[config.mk]
export PLATFORM = sky130hd
export DESIGN_NAME = spi_initiator
export DESIGN_NICKNAME = d
export VERILOG_FILES = /design/src/rtl/spi_pkg.sv /design/src/rtl/spi_clk_div.sv /design/src/rtl/spi_initiator.sv
export SDC_FILE = /design/constraint.sdc
export NUM_CORES = 1
export LEC_CHECK = 0
export BUFFER_PORTS_ARGS = -buffer_cell sky130_fd_sc_hd__buf_4
export CORE_AREA = 2 2 80 63
export CTS_BUF_LIST = sky130_fd_sc_hd__clkbuf_8
export CTS_CLUSTER_SIZE = 30
export DETAILED_ROUTE_END_ITERATION = 6
export DIE_AREA = 0 0 82 65
export GPL_TIMING_DRIVEN = 0
export PLACE_DENSITY = 0.82
export SYNTH_ARGS = -nofsm -noshare
export SYNTH_HDL_FRONTEND = slang
export SYNTH_SLANG_ARGS = --single-unit
[constraint.sdc]
create_clock -name sclk_i -period 4.3 [get_ports sclk_i]
set_input_delay 0.215 -clock sclk_i [delete_from_list [all_inputs] [get_ports sclk_i]]
set_output_delay 0.215 -clock sclk_i [all_outputs]
set_load 0.01 [all_outputs]
[src/rtl/spi_pkg.sv]
// Shared types and constants for the MCP23S17-style SPI initiator.
package spi_pkg;

    typedef enum logic [1:0] {
        IDLE,
        LEAD,
        SHIFT,
        GAP
    } spi_init_state_t;

    localparam int unsigned   SPI_FRAME_BITS  = 24;
    localparam logic [3:0]    MCP_OPCODE_BASE = 4'b0100;
    localparam logic          SPI_RD          = 1'b1;
    localparam logic          SPI_WR          = 1'b0;

    // Opcode, register address, then the data byte (zero for reads).
    function automatic logic [SPI_FRAME_BITS-1:0] spi_frame(
        input logic [6:0] dev,
        input logic       rw,
        input logic [7:0] addr,
        input logic [7:0] data
    );
        return {dev, rw, addr, (rw == SPI_RD) ? 8'h00 : data};
    endfunction

endpackage

[src/rtl/spi_clk_div.sv]
// Half-period tick generator: tick_c is high on the last cycle of every CLK_DIV-cycle window.
module spi_clk_div #(
    parameter int unsigned CLK_DIV = 4
) (
    input  logic sclk_i,
    input  logic clr_i,
    output logic tick_c
);

    localparam int unsigned      CNT_W    = (CLK_DIV > 1) ? $clog2(CLK_DIV) : 1;
    localparam logic [CNT_W-1:0] CNT_LAST = CNT_W'(CLK_DIV - 1);

    logic [CNT_W-1:0] cnt_q;
    logic [CNT_W-1:0] cnt_d;

    always_comb begin
        tick_c = (cnt_q == CNT_LAST);
        cnt_d  = tick_c ? '0 : CNT_W'(cnt_q + CNT_W'(1));
    end

    always_ff @(posedge sclk_i) begin
        if (clr_i) begin
            cnt_q <= '0;
        end else begin
            cnt_q <= cnt_d;
        end
    end

endmodule

[src/rtl/spi_initiator.sv]
// SPI mode-0 initiator issuing one 24-bit opcode/address/data frame per request.
module spi_initiator
    import spi_pkg::*;
#(
    parameter int unsigned CLK_DIV  = 4,
    parameter logic [6:0]  DEV_ADDR = {MCP_OPCODE_BASE, 3'b000}
) (
    input  logic       sclk_i,
    input  logic       rst,
    input  logic       start,
    input  logic       rw,
    input  logic [7:0] reg_addr,
    input  logic [7:0] wr_data,
    output logic       busy,
    output logic       done,
    output logic [7:0] rd_data,
    output logic       sclk_o,
    output logic       csn_o,
    output logic       mosi_o,
    input  logic       miso_i
);

    localparam int unsigned      BIT_W    = 5;
    localparam logic [BIT_W-1:0] LAST_BIT = BIT_W'(SPI_FRAME_BITS - 1);

    spi_init_state_t state_q, state_d;
    logic             busy_q, busy_d;
    logic             done_q, done_d;
    logic [7:0]       rd_q, rd_d;
    logic             sclk_q, sclk_d;
    logic             csn_q, csn_d;
    logic             mosi_q, mosi_d;
    logic [22:0]      shreg_q, shreg_d;
    logic [7:0]       rx_q, rx_d;
    logic [BIT_W-1:0] bit_q, bit_d;
    logic             high_q, high_d;
    logic             rw_q, rw_d;

    logic                      accept_c;
    logic                      tick_c;
    logic [SPI_FRAME_BITS-1:0] frame_c;

    assign frame_c = spi_frame(DEV_ADDR, rw, reg_addr, wr_data);

    // Divider restarts on accept so the lead-in is exactly CLK_DIV cycles.
    spi_clk_div #(
        .CLK_DIV (CLK_DIV)
    ) u_clk_div (
        .sclk_i (sclk_i),
        .clr_i  (rst | accept_c),
        .tick_c (tick_c)
    );

    always_comb begin
        state_d  = state_q;
        busy_d   = busy_q;
        done_d   = 1'b0;
        rd_d     = rd_q;
        sclk_d   = sclk_q;
        csn_d    = csn_q;
        mosi_d   = mosi_q;
        shreg_d  = shreg_q;
        rx_d     = rx_q;
        bit_d    = bit_q;
        high_d   = high_q;
        rw_d     = rw_q;
        accept_c = 1'b0;

        unique case (state_q)
            IDLE: begin
                if (start) begin
                    accept_c = 1'b1;
                    state_d  = LEAD;
                    busy_d   = 1'b1;
                    csn_d    = 1'b0;
                    sclk_d   = 1'b0;
                    mosi_d   = frame_c[SPI_FRAME_BITS-1];
                    shreg_d  = frame_c[SPI_FRAME_BITS-2:0];
                    rw_d     = rw;
                    bit_d    = '0;
                    high_d   = 1'b0;
                end
            end
            LEAD: begin
                if (tick_c) begin
                    state_d = SHIFT;
                    sclk_d  = 1'b1;
                    high_d  = 1'b1;
                end
            end
            SHIFT: begin
                if (tick_c) begin
                    if (high_q) begin
                        // End of high half: capture miso, drop sclk, present the next bit.
                        rx_d    = {rx_q[6:0], miso_i};
                        sclk_d  = 1'b0;
                        mosi_d  = shreg_q[22];
                        shreg_d = {shreg_q[21:0], 1'b0};
                        high_d  = 1'b0;
                    end else if (bit_q == LAST_BIT) begin
                        state_d = GAP;
                        csn_d   = 1'b1;
                        mosi_d  = 1'b0;
                    end else begin
                        bit_d  = BIT_W'(bit_q + BIT_W'(1));
                        sclk_d = 1'b1;
                        high_d = 1'b1;
                    end
                end
            end
            GAP: begin
                if (tick_c) begin
                    state_d = IDLE;
                    busy_d  = 1'b0;
                    done_d  = 1'b1;
                    if (rw_q == SPI_RD) begin
                        rd_d = rx_q;
                    end
                end
            end
            default: state_d = IDLE;
        endcase
    end

    always_ff @(posedge sclk_i) begin
        if (rst) begin
            state_q <= IDLE;
            busy_q  <= 1'b0;
            done_q  <= 1'b0;
            rd_q    <= 8'h00;
            sclk_q  <= 1'b0;
            csn_q   <= 1'b1;
            mosi_q  <= 1'b0;
            shreg_q <= '0;
            rx_q    <= 8'h00;
            bit_q   <= '0;
            high_q  <= 1'b0;
            rw_q    <= SPI_WR;
        end else begin
            state_q <= state_d;
            busy_q  <= busy_d;
            done_q  <= done_d;
            rd_q    <= rd_d;
            sclk_q  <= sclk_d;
            csn_q   <= csn_d;
            mosi_q  <= mosi_d;
            shreg_q <= shreg_d;
            rx_q    <= rx_d;
            bit_q   <= bit_d;
            high_q  <= high_d;
            rw_q    <= rw_d;
        end
    end

    assign busy    = busy_q;
    assign done    = done_q;
    assign rd_data = rd_q;
    assign sclk_o  = sclk_q;
    assign csn_o   = csn_q;
    assign mosi_o  = mosi_q;

endmodule
Yosys cells after proc, flatten, opt, wreduce, memory -nomap -nowiden:

Index checks and enable logic that the tools add are counted.

* add/subtract/negate cells: 2
* reduce and logical (&&, ||, !) cells: 17
* muxes and demuxes: 41
* equality and inequality tests: 15
* bitwise operators: 2

Operators with widths (count)
* 2-to-1 mux 23 bit: 3
* one-hot mux 23 bit (2 select lines): 1
* 2-to-1 mux 5 bit: 4
* 2-to-1 mux 1 bit: 19
* != test 2 bit, second input constant: 8
* AND reduction 5 bit: 3
* 2-to-1 mux 2 bit: 6
* AND reduction 4 bit: 3
* one-hot mux 5 bit (2 select lines): 1
* AND reduction 3 bit: 3
* 2-to-1 mux 8 bit: 1
* one-hot mux 2 bit (4 select lines): 1
* equality test 2 bit, second input constant: 3
* != test 3 bit, second input constant: 2
* one-hot mux 1 bit (2 select lines): 3
* one-hot mux 1 bit (3 select lines): 2
* AND reduction 6 bit: 1
* adder 5 x 1 -> 5 bit, second input constant: 1
* equality test 5 bit, second input constant: 1
* nonzero test 2 bit: 2
* OR reduction 2 bit: 2
* nonzero test 3 bit: 1
* adder 2 x 1 -> 2 bit, second input constant: 1
* equality test 2 x 1 -> 1 bit, second input constant: 1
* other kinds (4): 4

* register bits: 55
* logic and storage cells: 90
* output and inout port bits: 13

Longest topological paths before layout:

* word-level depth: 5
* mapped depth: 8
* mapped depth without buffers: 6

By module:

From an unflattened synthesis, not the netlist that was laid out.

* cells, all modules: 264
* area, all modules: 2356.0 um2

By module, submodules not included
* spi_initiator: times used 1, area an instance 2280.9 um2, cells each 259
* spi_clk_div: times used 1, area an instance 75.1 um2, cells each 5

Least setup slack after synthesis:

OpenSTA, ideal clock, no wires.

* kind: reg-to-reg
* from: register state_q[0]
* to: register sclk_q (netlist: sclk_o)
* stages on the path, launching flop included: 8
* library setup time: 128 ps
* arrival time: 1727 ps
* setup slack: 2445 ps
* data required time: 4172 ps
* period minus slack after synthesis: 1855 ps
* buffers on the path: 1
* cell sequence: dfxtp_1 -> inv_1 -> ha_1 -> clkbuf_8 -> o21ba_2 -> a2111oi_0 -> mux2i_1 -> nor2_1

* longest elaborated chain between the ends: 3
* elaborated cells between the ends (all ways): 10

RTL lines
* from (decl): line spi_initiator.sv:26 `spi_init_state_t state_q, state_d;`
* from (signal assigned): line spi_initiator.sv:140 `state_q <= state_d;`
* equality test 2 bit (tied with other cells): line spi_initiator.sv:69 `unique case (state_q)`
* != test 3 bit (no line) (tied with other cells)
* AND reduction 5 bit (no line)
* to (signal assigned): line spi_initiator.sv:144 `sclk_q <= sclk_d;`
* to (decl): line spi_initiator.sv:30 `logic sclk_q, sclk_d;`

Parallel ways exist; a longest one is shown, timed or not.
A chain may end at the register's enable or synchronous reset.

Final worst setup path:

Ends and elaborated chain as after synthesis.

==> flow_metrics.py <==
metrics = {
    "floorplanning": {
        "dieArea_mm2": 0.00533,
        "coreArea_mm2": 0.00462,
        "floorplan.initialDensity_pct": 52.1,
        "fp.dieW_um": 82,
        "die_h_um": 65,
        "io_pins": 34,
        "rows": 22,
    },
    "worst_setup_path": {
        "r2r-end": "sclk_o",
        "timing.rr.start": "state_q[0]",
        "reg2reg_depth": 7,
        "reg2reg_setup_slack_ns": 2.14,
        "start_kind": "flip-flop",
        "crit_path_end_kind": "flip-flop",
        "required_ns": 4.49,
        "slowest_delay_ns": 0.60,
        "crit_end": "sclk_o",
        "worstSetupPathType": "reg2reg",
        "startpoint": "state_q[0]",
        "crit_chain": "inv_1, ha_1, clkbuf_8, o21ba_2, a2111oi_0, mux2i_1, nor2_1",
        "cp_max_fo": 10,
        "arrival_ns": 2.35,
        "cp_slowest_cell": "a2111oi_0",
    },
    "drt": {
        "avgViaCountPerCell": 5.63,
        "routed_wl_um": 4980,
        "drc_errors": 0,
        "vias": 2067,
        "drtPass1Iterations": 4,
        "wl_per_cell_um": 13.6,
        "wl_met3_um": 231,
        "met2WireLength_um": 2250,
        "m1WireLength_um": 2440,
        "maxUsedRoutingLayer": "met4",
        "drtIter0Drc": 176,
        "antenna_left": 0,
    },
    "timing": {
        "hold_viol_final": 0,
        "setup_slack_ns": 2.14,
        "slew_headroom_pct": 56.1,
        "fin_crit_ns": 2.16,
        "min_period_over_period_pct": 50.3,
        "clock.fmax_mhz": 462,
        "setup_tns_ns": 0,
        "finalSetupViolCount": 0,
        "fin_skew_ns": 0.00618,
        "worstMarginPinSlew_ns": 0.642,
        "report.final.slew_viol_count": 0,
        "grt_setup_unrepaired": "no",
    },
    "run_status": {
        "status": "finished clean",
    },
    "synthesis": {
        "synthCells": 267,
        "ys_seq_elements": 55,
        "synth_edf_count": 0,
        "ys_warn_count": 0,
        "post-synth-top-area-cell": "dfxtp_1",
        "async_flop_share_pct": 0,
        "ys.flop_type": "dfxtp_1",
        "syn_nets": 295,
        "syn-cell-area_mm2": 0.00241,
        "syn_avg_cell_area_um2": 9.03,
        "synth.most_common_cell": "dfxtp_1",
        "netlist.area_leader.share_pct": 45.7,
        "ys_top_cells_by_count": "dfxtp_1, nor2_1, nand2_1",
        "yosysSeqAreaShare_pct": 45.7,
        "yosys-top-cells-area": "dfxtp_1, mux2i_1, nor2_1, nand2_1, a21oi_1",
        "synth_cell_type_count": 40,
    },
    "placed_design": {
        "globalplace.congestion": 0.860,
        "place_ws_ns": 2.19,
        "hpwl_um": 3630,
        "port_buffers": 33,
        "dpl-instance-area_mm2": 0.00273,
    },
    "power": {
        "ir_worst_vdd_uv": 290,
        "pwr_density_cell_mw_per_mm2": 558,
        "power.leakage_nw": 1.14,
    },
    "clocking": {
        "cts.path.max_buffers": 2,
        "hold_buffers": 0,
        "cts_resized": 0,
        "cts_setup_buffers": 0,
        "worstSkewPairLatency_ns": 0.31,
        "cts-root-buf": "clkbuf_8",
        "cts_sinks": 55,
        "clkTransAtPathRegs_ns": 0.09,
        "numCtsBuffers": 5,
        "tritoncts": "yes",
        "cts_htree_levels": 2,
    },
    "hold_path": {
        "min_from": "start",
        "min_path_type": "in2reg",
    },
    "finish": {
        "fin_area_mm2": 0.00284,
        "antenna_cells": 0,
        "final_util_pct": 61.4,
        "syn_to_final_growth_pct": 17.8,
        "nNetsFinal": 335,
        "drive_above_1_share_pct": 17.9,
    },
    "global_routing": {
        "antenna_found_initial": 0,
        "grt_max_degree": 17,
        "grt_pass1_wl_um": 8530,
        "grt_remaining_overflow": 0,
        "grt_pass1_vias": 1872,
        "grtUsageTotal_pct": 20.7,
    },
    "job": {
        "drv_cap": 0,
    },
}
[per-stage QoR]
stage / hold WS (ns) / std cells / power (mW)
floorplan: 0.331 / 267 / 1.11
global placement: 0.433 / 360 / 1.24
detailed placement: 0.444 / 360 / 1.26
CTS: 0.154 / 367 / 1.59
global route: 0.167 / 367 / 1.70
finish: 0.159 / 367 / 1.58
[state kept, by name (all words and copies together) (netlist names)]
register         flops
mosi_o               1
shreg_q             23
high_q               1
done                 1
bit_q                5
rx_q                 8
sclk_o               1
rw_q                 1
state_q              2
busy                 1
csn_o                1
u_clk_div.cnt_q      2
rd_data              8
[power breakdown]
part / switching [mW] / internal (mW) / leakage, nW / total [mW]
Combinational: 0.341 / 0.246 / 0.638 / 0.587
Sequential: 0.0553 / 0.608 / 0.448 / 0.663
Clock: 0.164 / 0.170 / 0.0502 / 0.334
[cell type report]
type / count / area [µm²]
Buffer: 16 / 104
Clock buffer: 5 / 68.8
Clock inverter: 2 / 37.5
Fill cell: 402 / 1790
Inverter: 4 / 15.0
Multi-Input combinational cell: 192 / 1190
Sequential cell: 55 / 1100
Tap cell: 60 / 75.1
Timing Repair Buffer: 33 / 248
[per-layer routing]
layer / vias to the layer above / global-route usage, %
met5: - / 0
met4: 0 / 7.29
met3: 7 / 4.60
met2: 44 / 30.4
met1: 977 / 29.7
li1: 1039 / -
[cells in the final DEF, fill, tap and decap left out, drive strengths merged, types with 3 or more instances in the layout]
| cell | instances |
|---|---|
| dfxtp | 55 |
| a211oi | 9 |
| mux2i | 19 |
| inv | 4 |
| nor3 | 11 |
| ha | 7 |
| nand3 | 8 |
| a22oi | 5 |
| a221oi | 8 |
| o211ai | 3 |
| nor2b | 3 |
| nand4 | 3 |
| nand2 | 27 |
| buf | 39 |
| a21oi | 19 |
| nor2 | 40 |
| clkbuf | 15 |
| a31oi | 4 |
[worst min path at each step]
stage                               to  slack, ns  depth (start not counted)
global placement    u_clk_div.cnt_q[0]       0.43                          1
floorplan           u_clk_div.cnt_q[0]       0.33                          1
global route                   rx_q[0]       0.17                          3
CTS                 u_clk_div.cnt_q[0]       0.15                          2
detailed placement  u_clk_div.cnt_q[0]       0.44                          1
finish              u_clk_div.cnt_q[0]       0.16                          2
[critical path: cells and delay by family, from the launching register on]
kind	cells	cell delay (ns)
simple gates	1	0.05
mux	1	0.26
compound gates	2	0.82
flops	1	0.37
buf+inv	2	0.28
fa+ha+maj	1	0.26
[kinds of logic after synthesis]
kind of cell	count (synthesis)	synth area share, %
compound gates	62	18.1
fa+ha+maj	7	3.63
buf+inv	20	4.93
flops	55	45.7
mux	19	8.05
simple gates	104	19.6
Power figures use the tool's default switching activity.
